--- config.mk ---
export PLATFORM = sky130hd
export DESIGN_NAME = btn_debounce
export DESIGN_NICKNAME = d
export VERILOG_FILES = /design/src/rtl/btn_debounce.sv
export SDC_FILE = /design/constraint.sdc
export NUM_CORES = 1
export LEC_CHECK = 0
export BUFFER_PORTS_ARGS = -buffer_cell sky130_fd_sc_hd__buf_4
export CAP_MARGIN = 20
export CORE_UTILIZATION = 55
export CTS_BUF_LIST = sky130_fd_sc_hd__clkbuf_16
export CTS_CLUSTER_SIZE = 20
export DETAILED_ROUTE_END_ITERATION = 16
export PLACE_DENSITY = 0.8
export SYNTH_ARGS = -nofsm -noshare
export SYNTH_HDL_FRONTEND = slang
export SYNTH_SLANG_ARGS = --single-unit
export TNS_END_PERCENT = 100
--- constraint.sdc ---
create_clock -name clk -period 3.7 [get_ports clk]
set_input_delay 0.185 -clock clk [delete_from_list [all_inputs] [get_ports clk]]
set_output_delay 0.185 -clock clk [all_outputs]
set_load 0.02 [all_outputs]
--- src/rtl/btn_debounce.sv ---
// Pushbutton debouncer: two-flop synchronizer, four-state debounce FSM,
// registered press / release / long-press pulses and a hold level.
module btn_debounce #(
  parameter int DEBOUNCE_CYCLES   = 5_000_000,
  parameter int LONG_PRESS_CYCLES = 250_000_000
) (
  input  logic clk,
  input  logic reset,
  input  logic btn_raw,
  output logic btn_clean,
  output logic press,
  output logic release_p,
  output logic long_press,
  output logic hold
);

  localparam int DW = $clog2(DEBOUNCE_CYCLES + 1);
  localparam int HW = $clog2(LONG_PRESS_CYCLES + 1);

  localparam logic [DW-1:0] DEB_LAST  = DW'(DEBOUNCE_CYCLES - 1);
  localparam logic [HW-1:0] HOLD_MAX  = HW'(LONG_PRESS_CYCLES);
  localparam logic [HW-1:0] LONG_LAST = HW'(LONG_PRESS_CYCLES - 1);

  if (DEBOUNCE_CYCLES < 2 ||
      LONG_PRESS_CYCLES <= DEBOUNCE_CYCLES) begin : g_bad_param
    $error("btn_debounce: illegal DEBOUNCE/LONG_PRESS parameters");
  end

  typedef enum logic [1:0] {
    RELEASED,
    PRESS_PEND,
    PRESSED,
    RELEASE_PEND
  } state_e;

  state_e          state_q, state_d;
  logic            sync1_q, sync2_q;
  logic [DW-1:0]   deb_cnt_q, deb_cnt_d;
  logic [HW-1:0]   hold_cnt_q, hold_cnt_d;
  logic            press_q, press_d;
  logic            rel_q, rel_d;
  logic            long_q, long_d;
  logic            held;

  always_ff @(posedge clk or negedge reset) begin
    if (!reset) begin
      sync1_q    <= 1'b1;
      sync2_q    <= 1'b1;
      state_q    <= RELEASED;
      deb_cnt_q  <= '0;
      hold_cnt_q <= '0;
      press_q    <= 1'b0;
      rel_q      <= 1'b0;
      long_q     <= 1'b0;
    end else begin
      sync1_q    <= btn_raw;
      sync2_q    <= sync1_q;
      state_q    <= state_d;
      deb_cnt_q  <= deb_cnt_d;
      hold_cnt_q <= hold_cnt_d;
      press_q    <= press_d;
      rel_q      <= rel_d;
      long_q     <= long_d;
    end
  end

  always_comb begin
    state_d    = state_q;
    deb_cnt_d  = deb_cnt_q;
    hold_cnt_d = hold_cnt_q;
    unique case (state_q)
      RELEASED: begin
        if (!sync2_q) begin
          state_d   = PRESS_PEND;
          deb_cnt_d = '0;
        end
      end
      PRESS_PEND: begin
        if (sync2_q) begin
          state_d = RELEASED;
        end else if (deb_cnt_q == DEB_LAST) begin
          state_d    = PRESSED;
          hold_cnt_d = '0;
        end else begin
          deb_cnt_d = deb_cnt_q + DW'(1);
        end
      end
      PRESSED: begin
        if (hold_cnt_q != HOLD_MAX)
          hold_cnt_d = hold_cnt_q + HW'(1);
        if (sync2_q) begin
          state_d   = RELEASE_PEND;
          deb_cnt_d = '0;
        end
      end
      RELEASE_PEND: begin
        if (hold_cnt_q != HOLD_MAX)
          hold_cnt_d = hold_cnt_q + HW'(1);
        if (!sync2_q) begin
          state_d = PRESSED;
        end else if (deb_cnt_q == DEB_LAST) begin
          state_d = RELEASED;
        end else begin
          deb_cnt_d = deb_cnt_q + DW'(1);
        end
      end
      default: state_d = RELEASED;
    endcase
  end

  // Release wins over a coincident long-press so pulses stay exclusive
  always_comb begin
    held    = (state_q == PRESSED) || (state_q == RELEASE_PEND);
    press_d = (state_q == PRESS_PEND) && (state_d == PRESSED);
    rel_d   = (state_q == RELEASE_PEND) && (state_d == RELEASED);
    long_d  = held && !rel_d &&
              (hold_cnt_d == LONG_LAST) && (hold_cnt_q != LONG_LAST);
  end

  assign hold       = held;
  assign btn_clean  = ~held;
  assign press      = press_q;
  assign release_p  = rel_q;
  assign long_press = long_q;

endmodule

==> results.sh, run 1 <==
export IMPL_r2r_slack_ps=900
export IMPL_powerDensity_mw_per_mm2=382.0
export IMPL_max_clock_freq_mhz=357.6
export IMPL_synth_area_sq_mm=0.003343
export IMPL_final_common_cell="dfrtp_1"
export IMPL_drt_iter0_markers=213
export IMPL_ys_seq_area_frac=0.4349
export IMPL_drcViolationCount=0
export IMPL_start_util=0.5680
export IMPL_antenna_found_initial=0
export IMPL_timing_final_ws_setup_ps=903.3
export IMPL_ys_seq_elements=58
export IMPL_htree_levels=3
export IMPL_wl_um=7401
export IMPL_die_x_um=79.97
export IMPL_grt_max_degree=59
export IMPL_drive_gt1_frac=0.1141
export IMPL_clkTransAtPathRegs_ps=50
export IMPL_wl_per_cell_um=16.71
export IMPL_core_area_sq_mm=0.005886
export IMPL_syn2layout_area_growth_pct=9.843
export IMPL_clockBufferDepth=2
export IMPL_critPathKind="reg2reg"
export IMPL_vias=2681
export IMPL_fin_crit_sh=0.7559
export IMPL_cts_tree="done"
export IMPL_min_period_ps=2797
export IMPL_final_cell_mix="dfrtp_1, nor2_1, nand2_1, nand3_1, xor2_1"
export IMPL_grt_pass1_wl_um=12270
export IMPL_ys_async_sr_fraction=1.000
export IMPL_max_stage_delay_ps=690
export IMPL_die_area_sq_mm=0.006394
export IMPL_ir_worst_vdd_mv=0.3809
export IMPL_finalSetupViolCount=0
export IMPL_synth_main_ff_cell="dfrtp_1"
export IMPL_synthCells=358
export IMPL_io_pins=8
export IMPL_fin_cells=443
export IMPL_hold_viol=0
export IMPL_place_worst_setup_slack_ps=920.6
export IMPL_cp_max_fo=20
export IMPL_critPathMostFrequentCell="and4_1"
export IMPL_antenna_left=0
export IMPL_worstMarginPinSlew_ps=807.6
export IMPL_cts_resized=0
export IMPL_tns_ps=0
export IMPL_power_mw=1.403
export IMPL_fp_row_count=28
export IMPL_synth_edff_count=0
export IMPL_fin_nets=369
export IMPL_clock_sinks=58
export IMPL_critPathLaunchType="register"
export IMPL_dieHeight_um=79.97
export IMPL_maxCapViolations=0
export IMPL_yosys_cell_types_count=55
export IMPL_hold_path_class="reg2reg"
export IMPL_synth_warning_count=0
export IMPL_grt_total_usage=0.2594
export IMPL_io_buffers=7
export IMPL_cts_buffers=9
export IMPL_synth_fp_nets=364
export IMPL_globalplace_congestion=0.8921
export IMPL_leakage_nw=1.580
export IMPL_dr_pass1_iters=5
export IMPL_overflow=0
export IMPL_fin_worst_skew_ps=4.300
export IMPL_arrival_ps=3060
export IMPL_slew_limit_headroom=0.4566
export IMPL_drv_slew=0
export IMPL_crit_path_cell_trace="nor4bb_1, and4_1, and4_1, nor2_1, mux2_2, nor4_1, and4_1"
export IMPL_n_antenna_cell=0
export IMPL_via_per_inst=6.052
export IMPL_dp_hpwl_um=5132
export IMPL_critPathRequiredTime_ps=3960
export IMPL_grt_pass1_vias=2645
export IMPL_rsz0062_at_grt="false"
export IMPL_clock_latency_ps=320
export IMPL_cts_root_buf="clkbuf_16"
export IMPL_dp_cells=425
export IMPL_cp_end_kind="register"
export IMPL_status="complete, no violations"
export IMPL_syn_avg_cell_area_sq_um=9.339
export IMPL_slowest_stage="and4_1"
## path summary, 6_finish.rpt
kind / from / cells past startpoint / to
max reg2reg: deb_cnt_q[10] / 7 / long_press
min: sync1_q / 0 / sync2_q
min in group asynchronous: reset / 2 / hold_cnt_q[8]
min reg2reg: sync1_q / 0 / sync2_q
max in group asynchronous: reset / 2 / hold_cnt_q[23]
max: deb_cnt_q[10] / 7 / long_press
## layer usage
metal | vias to the layer above | track usage | routed length [um]
met1 | 1281 | 0.3052 | 3170
li1 | 1282 | - | -
met2 | 93 | 0.4462 | 3617
met4 | 0 | 0.1411 | 224
met3 | 25 | 0.04686 | 389
met5 | - | 0 | 0
## through the flow
step                instance area (sq um)    util  hold slack (ps)
floorplan                            3343       -           -110.6
global placement                     3391  0.5761            284.6
detailed placement                   3391  0.5761            288.3
CTS                                  3672  0.6239            358.3
global route                         3672  0.6239            359.0
finish                               3672  0.6239            355.5
## worst max-delay path: cells and delay by family, from the launching register on
kind / cells / cell delay [ps]
flops: 1 / 410
mux: 1 / 300
simple gates: 6 / 2030
## layout make-up
cell class,count,area [sq um]
Clock inverter,7,36.28
Timing Repair Buffer,10,80.08
Multi-Input combinational cell,273,1742
Clock buffer,9,225.2
Tap cell,75,93.84
Inverter,11,41.29
Sequential cell,58,1454
Fill cell,493,2213
## power by group
| group | switching (mW) | total [mW] | internal (mW) |
|---|---|---|---|
| logic | 0.0222 | 0.0311 | 0.00888 |
| clock network | 0.281 | 0.723 | 0.442 |
| registers | 0.00651 | 0.649 | 0.642 |
## cell families (layout without fill, tap and decap cells)
| logic type | after synthesis | count (layout) | share of synthesized area |
|---|---|---|---|
| fa+ha+maj | 3 | 3 | 0.01123 |
| xor+xnor | 40 | 40 | 0.1048 |
| compound gates | 37 | 37 | 0.07149 |
| flops | 58 | 58 | 0.4349 |
| simple gates | 189 | 189 | 0.3211 |
| mux | 4 | 4 | 0.01235 |
| buf+inv | 27 | 37 | 0.04416 |
## cells in the mapped netlist (all sizes together) (2+ instances only)
cell type  count  area [sq um]
dfrtp         56          1401
nor2          51         191.4
nand2         32         120.1
nand3         26         130.1
xor2          25         219.0
nand4         18         148.9
xnor2         15         131.4
clkbuf        13         72.57
o21ai         13         65.06
inv           11         41.29
nor4          10         87.59
and2           9         58.80
nor3           9         50.05
and3           7         45.05
a21oi          5         25.02
and4           5         43.79
nor4b          4         35.03
a211oi         3         22.52
a31oi          3         18.77
buf            3         33.78
ha             3         37.54
mux2i          3         30.03
nand4b         3         41.29
nor4bb         3         30.03
o2111ai        3         26.28
or3            3         20.02
or4            3         27.53
a21o           2         15.01
dfstp          2         52.55
nor3b          2         15.01
or2            2         12.51
## sequential cells by signal, summed over array words and instances (netlist names)
register    flops
long_press      1
hold_cnt_q     28
sync2_q         1
sync1_q         1
state_q         2
deb_cnt_q      23
press           1
release_p       1
## repair_timing
| item | in CTS | in global routing |
|---|---|---|
| hold endpoints to repair | 57 | 0 |
| setup endpoints to repair | 0 | 0 |
| setup buffers | 0 | 0 |
| hold buffers | 2 | 0 |
Note: power is estimated with default switching activity, not from simulation.
==> inputs of run 2 (changes only) <==
Clock period 3.7 ns to 2.8 ns, I/O delays scaled along.
==> run 2 against run 1 <==
Compared with the run above:
- maximum frequency rose by 14%
- non-clock buffer count increased by 6
- largest power group unchanged
- sequential share of layout area down 0.37 points
- die area unchanged
- cell count increased by 1.1%
- setup slack got worse by 550 ps
==> results.sh, run 2 (same netlist as run 1, synthesis figures left out) <==
export IMPL_antenna_left=0
export IMPL_status="complete, no violations"
export IMPL_p_comb_frac=0.023
export IMPL_antenna_found_initial=0
export IMPL_clkTransAtPathRegs_ps=50
export IMPL_grt_busiest_layer="met2"
export IMPL_drt_iter0_markers=274
export IMPL_whs_ps=354.1
export IMPL_hold_path_class="reg2reg"
export IMPL_power_frac_clock=0.511
export IMPL_r2r_cells=8
export IMPL_wl_um=7597
export IMPL_cts_buffers=9
export IMPL_wl_per_cell_um=16.96
export IMPL_crit_family="simple AND/OR/NAND/NOR gates"
export IMPL_crit_cells=8
export IMPL_n_antenna_cell=0
export IMPL_worstMarginPinSlew_ps=718.8
export IMPL_reg_top3="hold_cnt_q (28), deb_cnt_q (23), state_q (2)"
export IMPL_drive_gt1_frac=0.1260
export IMPL_worstReg2RegEnd="long_press"
export IMPL_drv_slew=0
export IMPL_rsz0062_at_grt="false"
export IMPL_clockBufferDepth=2
export IMPL_path_buf_inv=0
export IMPL_critPathMostFrequentCell="nor4_2"
export IMPL_grt_total_usage=0.2588
export IMPL_arrival_ps=2710
export IMPL_core_area_sq_mm=0.005886
export IMPL_via_per_inst=6.089
export IMPL_postCtsSetupBuffers=0
export IMPL_syn2layout_area_growth_pct=10.89
export IMPL_netSwitchingPower_mw=0.4029
export IMPL_clock_sinks=58
export IMPL_grt_pass1_vias=2543
export IMPL_critPathCapture="long_press"
export IMPL_critPathRequiredTime_ps=3060
export IMPL_tns_ps=0
export IMPL_fillers=477
export IMPL_hold_viol=0
export IMPL_switching_share=0.2189
export IMPL_die_x_um=79.97
export IMPL_cts_root_buf="clkbuf_16"
export IMPL_htree_levels=3
export IMPL_min_path_cells=0
export IMPL_ir_worst_vdd_mv=0.3511
export IMPL_overflow=0
export IMPL_powerDensity_mw_per_mm2=496.5
export IMPL_fp_row_count=28
export IMPL_fin_worst_skew_ps=8.728
export IMPL_seqPwrFrac=0.466
export IMPL_fin_crit_sh=0.8748
export IMPL_critPathLaunchType="register"
export IMPL_dp_hpwl_um=5328
export IMPL_maxCapViolations=0
export IMPL_dr_pass1_iters=5
export IMPL_globalplace_congestion=0.9187
export IMPL_clock_latency_ps=330
export IMPL_critPathKind="reg2reg"
export IMPL_largest_reg_flops=28
export IMPL_finalSetupViolCount=0
export IMPL_fin_nets=375
export IMPL_vias=2728
export IMPL_grtUsageMet2=0.4342
export IMPL_p_int_mw=1.438
export IMPL_final_common_cell="dfrtp_1"
export IMPL_dieHeight_um=79.97
export IMPL_r2r_slack_ps=350
export IMPL_slew_limit_headroom=0.5208
export IMPL_top_register="hold_cnt_q"
export IMPL_max_clock_freq_mhz=408.2
export IMPL_start_util=0.5680
export IMPL_grtUsageMet1=0.3126
export IMPL_die_area_sq_mm=0.006394
export IMPL_drcViolationCount=0
export IMPL_max_stage_delay_ps=540
export IMPL_grt_pass1_wl_um=12320
export IMPL_leakage_nw=1.618
export IMPL_crit_path_cell_trace="ha_1, nand2_1, nor4_2, nand4_1, a211oi_1, nand4b_4, nor4_2, and4_1"
export IMPL_reg2reg_from="hold_cnt_q[1]"
export IMPL_met3_usage=0.06286
export IMPL_cts_resized=0
export IMPL_grt_max_degree=59
export IMPL_cts_tree="done"
export IMPL_slowest_stage="nor4_2"
export IMPL_io_buffers=7
export IMPL_min_period_ps=2449
export IMPL_crit_start="hold_cnt_q[1]"
export IMPL_io_pins=8
export IMPL_cp_max_fo=7
export IMPL_final_cell_mix="dfrtp_1, nor2_1, nand2_1, nand3_1, xor2_1"
export IMPL_cp_end_kind="register"
==> run 2: cell types whose count changed in the layout (fill, tap and decap cells not counted), sizes merged <==
cell,previous run,this run
inv,11,12
clkinvlp,2,0
buf,8,14
==> run 2: worst min path at each step <==
stage / start / endpoint / slack, ps
6_report: sync1_q / sync2_q / 350
5_1_grt: sync1_q / sync2_q / 360
4_1_cts: sync1_q / sync2_q / 350
3_5_place_dp: reset / hold_cnt_q[9] / 250
3_3_place_gp: reset / hold_cnt_q[10] / 240
2_1_floorplan: reset / deb_cnt_q[0] / -160
==> run 2: per-stage QoR <==
| stage | total power, mW | worst slack (ps) | instances | util | instance area (sq um) |
|---|---|---|---|---|---|
| 2_1_floorplan | 0.8868 | 565.0 | 358 | - | 3343 |
| 3_3_place_gp | 0.9103 | 423.8 | 431 | 0.5838 | 3436 |
| 3_5_place_dp | 0.9126 | 382.1 | 431 | 0.5838 | 3436 |
| 4_1_cts | 1.857 | 373.1 | 448 | 0.6299 | 3707 |
| 5_1_grt | 1.898 | 112.6 | 448 | 0.6299 | 3707 |
| 6_report | 1.841 | 350.5 | 448 | 0.6299 | 3707 |
==> run 2: power groups by stage <==
stage | logic, mW | registers [mW] | clock network (mW)
after CTS | 0.0434 | 0.858 | 0.955
after global routing | 0.0497 | 0.859 | 0.990
after detailed placement | 0.0412 | 0.871 | 0
after floorplan | 0.0189 | 0.868 | 0
after global placement | 0.0393 | 0.871 | 0
final | 0.0418 | 0.858 | 0.941
==> run 2: area by class of cell <==
type,count,area (sq um),area share
clock buffer,9,225.2,0.06075
inverter,11,41.29,0.01114
clock inverter,6,26.28,0.007087
sequential,58,1454,0.3922
multi-input combinational,273,1742,0.4698
tap,75,93.84,0.02531
timing repair buffer,16,125.1,0.03375
==> run 2: what timing repair did <==
action,4_1_cts,5_1_grt
endpoints found under the setup margin,0,0
endpoints found under the hold margin,57,0
hold buffers,2,0
==> run 2: metal layers <==
layer	up-vias	share of wire	routed length (um)
met5	-	0	0
met4	0	0.030	226
met3	21	0.056	424
met2	100	0.50	3821
met1	1318	0.41	3125
li1	1289	-	-
==> inputs of run 3 (changes only) <==
Settings changed: CORE_ASPECT_RATIO from default to 0.7.
Clock period 2.8 ns to 2.7 ns, I/O delays scaled along.
==> run 3 against run 2 <==
Compared with the run above:
- first-iteration DRC count increased by 30%
- non-clock buffer count increased by 4
- setup slack got worse by 170 ps
- cell count increased by 1.1%
- critical path depth unchanged
- clock power increased by 3.8%
- sequential power increased by 3.7%
- global-route usage increased by 3.2 points
- wire length increased by 6.4%
- sequential share of layout area decreased by 0.56 points
- cell area increased by 1.5%
- critical path type unchanged
==> results.sh, run 3 (same netlist as run 1, synthesis figures left out) <==
export IMPL_status="complete, no violations"
export IMPL_die_x_um=95.19
export IMPL_min_period_ps=2515
export IMPL_reg_top3="hold_cnt_q (28), deb_cnt_q (23), state_q (2)"
export IMPL_worstMarginPinSlew_ps=735.8
export IMPL_max_stage_delay_ps=580
export IMPL_hold_viol=0
export IMPL_largest_reg_flops=28
export IMPL_seq_area_sq_mm=0.001454
export IMPL_power_mw=1.912
export IMPL_fillers=458
export IMPL_r2r_cells=8
export IMPL_seqPwrFrac=0.465
export IMPL_wl_per_cell_um=17.85
export IMPL_fin_cells=453
export IMPL_antenna_left=0
export IMPL_fin_crit_sh=0.9316
export IMPL_maxCapViolations=0
export IMPL_rsz0062_at_grt="false"
export IMPL_wl_um=8084
export IMPL_htree_levels=3
export IMPL_dr_wl_met3_um=829
export IMPL_max_clock_freq_mhz=397.6
export IMPL_critPathLaunchType="register"
export IMPL_min_path_cells=0
export IMPL_power_frac_clock=0.511
export IMPL_clockBufferDepth=2
export IMPL_met1_length_um=3789
export IMPL_postCtsSetupBuffers=0
export IMPL_grt_max_degree=59
export IMPL_dieHeight_um=67.23
export IMPL_slowest_stage="or3_2"
export IMPL_die_area_sq_mm=0.006399
export IMPL_io_buffers=7
export IMPL_drcViolationCount=0
export IMPL_grt_pass1_vias=2649
export IMPL_cp_max_fo=7
export IMPL_clock_latency_ps=330
export IMPL_antenna_found_initial=0
export IMPL_ir_worst_vdd_mv=0.2625
export IMPL_arrival_ps=2710
export IMPL_n_antenna_cell=0
export IMPL_dp_hpwl_um=5667
export IMPL_drt_iter0_markers=355
export IMPL_drive_gt1_frac=0.1429
export IMPL_hold_path_class="reg2reg"
export IMPL_globalplace_congestion=0.9540
export IMPL_fin_worst_skew_ps=7.465
export IMPL_place_area_sq_mm=0.003466
export IMPL_final_common_cell="dfrtp_1"
export IMPL_highest_layer="met4"
export IMPL_top_register="hold_cnt_q"
export IMPL_dp_cells=435
export IMPL_critPathKind="reg2reg"
export IMPL_overflow=0
export IMPL_cts_root_buf="clkbuf_16"
export IMPL_cts_buffers=9
export IMPL_final_cell_area_sq_mm=0.003761
export IMPL_p_int_mw=1.495
export IMPL_p_comb_frac=0.023
export IMPL_tns_ps=0
export IMPL_drv_slew=0
export IMPL_cts_tree="done"
export IMPL_dr_pass1_iters=5
export IMPL_final_cell_mix="dfrtp_1, nor2_1, nand2_1, nand3_1, xor2_1"
export IMPL_multi_input_area_sq_mm=0.001760
export IMPL_syn2layout_area_growth_pct=12.50
export IMPL_core_area_sq_mm=0.005784
export IMPL_netSwitchingPower_mw=0.4168
export IMPL_clock_sinks=58
export IMPL_vias=2808
export IMPL_clkTransAtPathRegs_ps=50
export IMPL_via_per_inst=6.199
export IMPL_fp_row_count=23
export IMPL_start_util=0.5780
export IMPL_crit_path_cell_trace="ha_1, nand2_1, or2_2, or3_2, nor2_1, nand3_1, nand3_1, o21ai_0"
export IMPL_powerDensity_mw_per_mm2=508.3
export IMPL_grt_total_usage=0.2912
export IMPL_slew_limit_headroom=0.5094
export IMPL_finalSetupViolCount=0
export IMPL_finish_utilization=0.6502
export IMPL_fin_nets=379
export IMPL_switching_share=0.2180
export IMPL_route_met2_wl_um=3323
export IMPL_io_pins=8
export IMPL_leakage_nw=1.668
export IMPL_critPathMostFrequentCell="nand3_1"
export IMPL_critPathRequiredTime_ps=2890
export IMPL_grt_pass1_wl_um=13750
export IMPL_cp_end_kind="register"
run 3: cell types whose count changed in the layout (fill, tap and decap cells not counted):
cell and change:
nor4_2 -1, clkinv_1 -2, nor4_4 +1, clkinv_2 +1, nor3b_2 +1, a211oi_2 +1, buf_4 +4, nor3b_1 -1
inv_1 +2, a211oi_1 -1
run 3: final timing paths:
path                               start             end  slack, ps
hold reg to reg                  sync1_q         sync2_q        350
max in group asynchronous          reset   hold_cnt_q[4]       1800
hold / removal                   sync1_q         sync2_q        350
setup / recovery           hold_cnt_q[1]  hold_cnt_q[24]        180
setup reg to reg           hold_cnt_q[1]  hold_cnt_q[24]        180
min in group asynchronous          reset  hold_cnt_q[23]        410
run 3: worst max-delay path: cells and delay by family (launching register included):
kind / cells / cell delay (ps)
AND/OR/NAND/NOR: 6 / 1540
flip-flops: 1 / 460
adder cells (fa/ha/maj): 1 / 270
AO/OA/AOI/OAI: 1 / 100
run 3: per-layer routing:
metal | track usage | up-vias
li1 | - | 1302
met1 | 0.4279 | 1321
met2 | 0.4000 | 166
met3 | 0.09347 | 19
met4 | 0.09470 | 0
met5 | 0 | -
run 3: layout make-up:
class	instances	share of cell area
Clock buffer	9	0.05988
Clock inverter	7	0.008317
Inverter	11	0.01098
Multi-Input combinational cell	273	0.4681
Sequential cell	58	0.3866
Tap cell	75	0.02495
Timing Repair Buffer	20	0.04125
run 3: repair_timing:
action	CTS	global route
hold endpoints to repair	57	0
hold buffers	2	0
gates resized for setup	0	3
setup endpoints to repair	0	1
run 3: metrics by stage:
step,setup slack [ps],hold WS [ps]
after floorplan,465.0,-160.6
after global placement,201.4,237.8
after detailed placement,42.84,244.5
after CTS,41.21,354.2
after global routing,46.09,358.8
final,184.6,353.2
run 3: power by group through the flow:
stage	clock [mW]	sequential, mW	combinational [mW]
floorplan	0	0.900	0.0196
global placement	0	0.903	0.0426
detailed placement	0	0.904	0.0439
CTS	0.994	0.889	0.0463
global route	1.04	0.890	0.0518
finish	0.977	0.890	0.0449
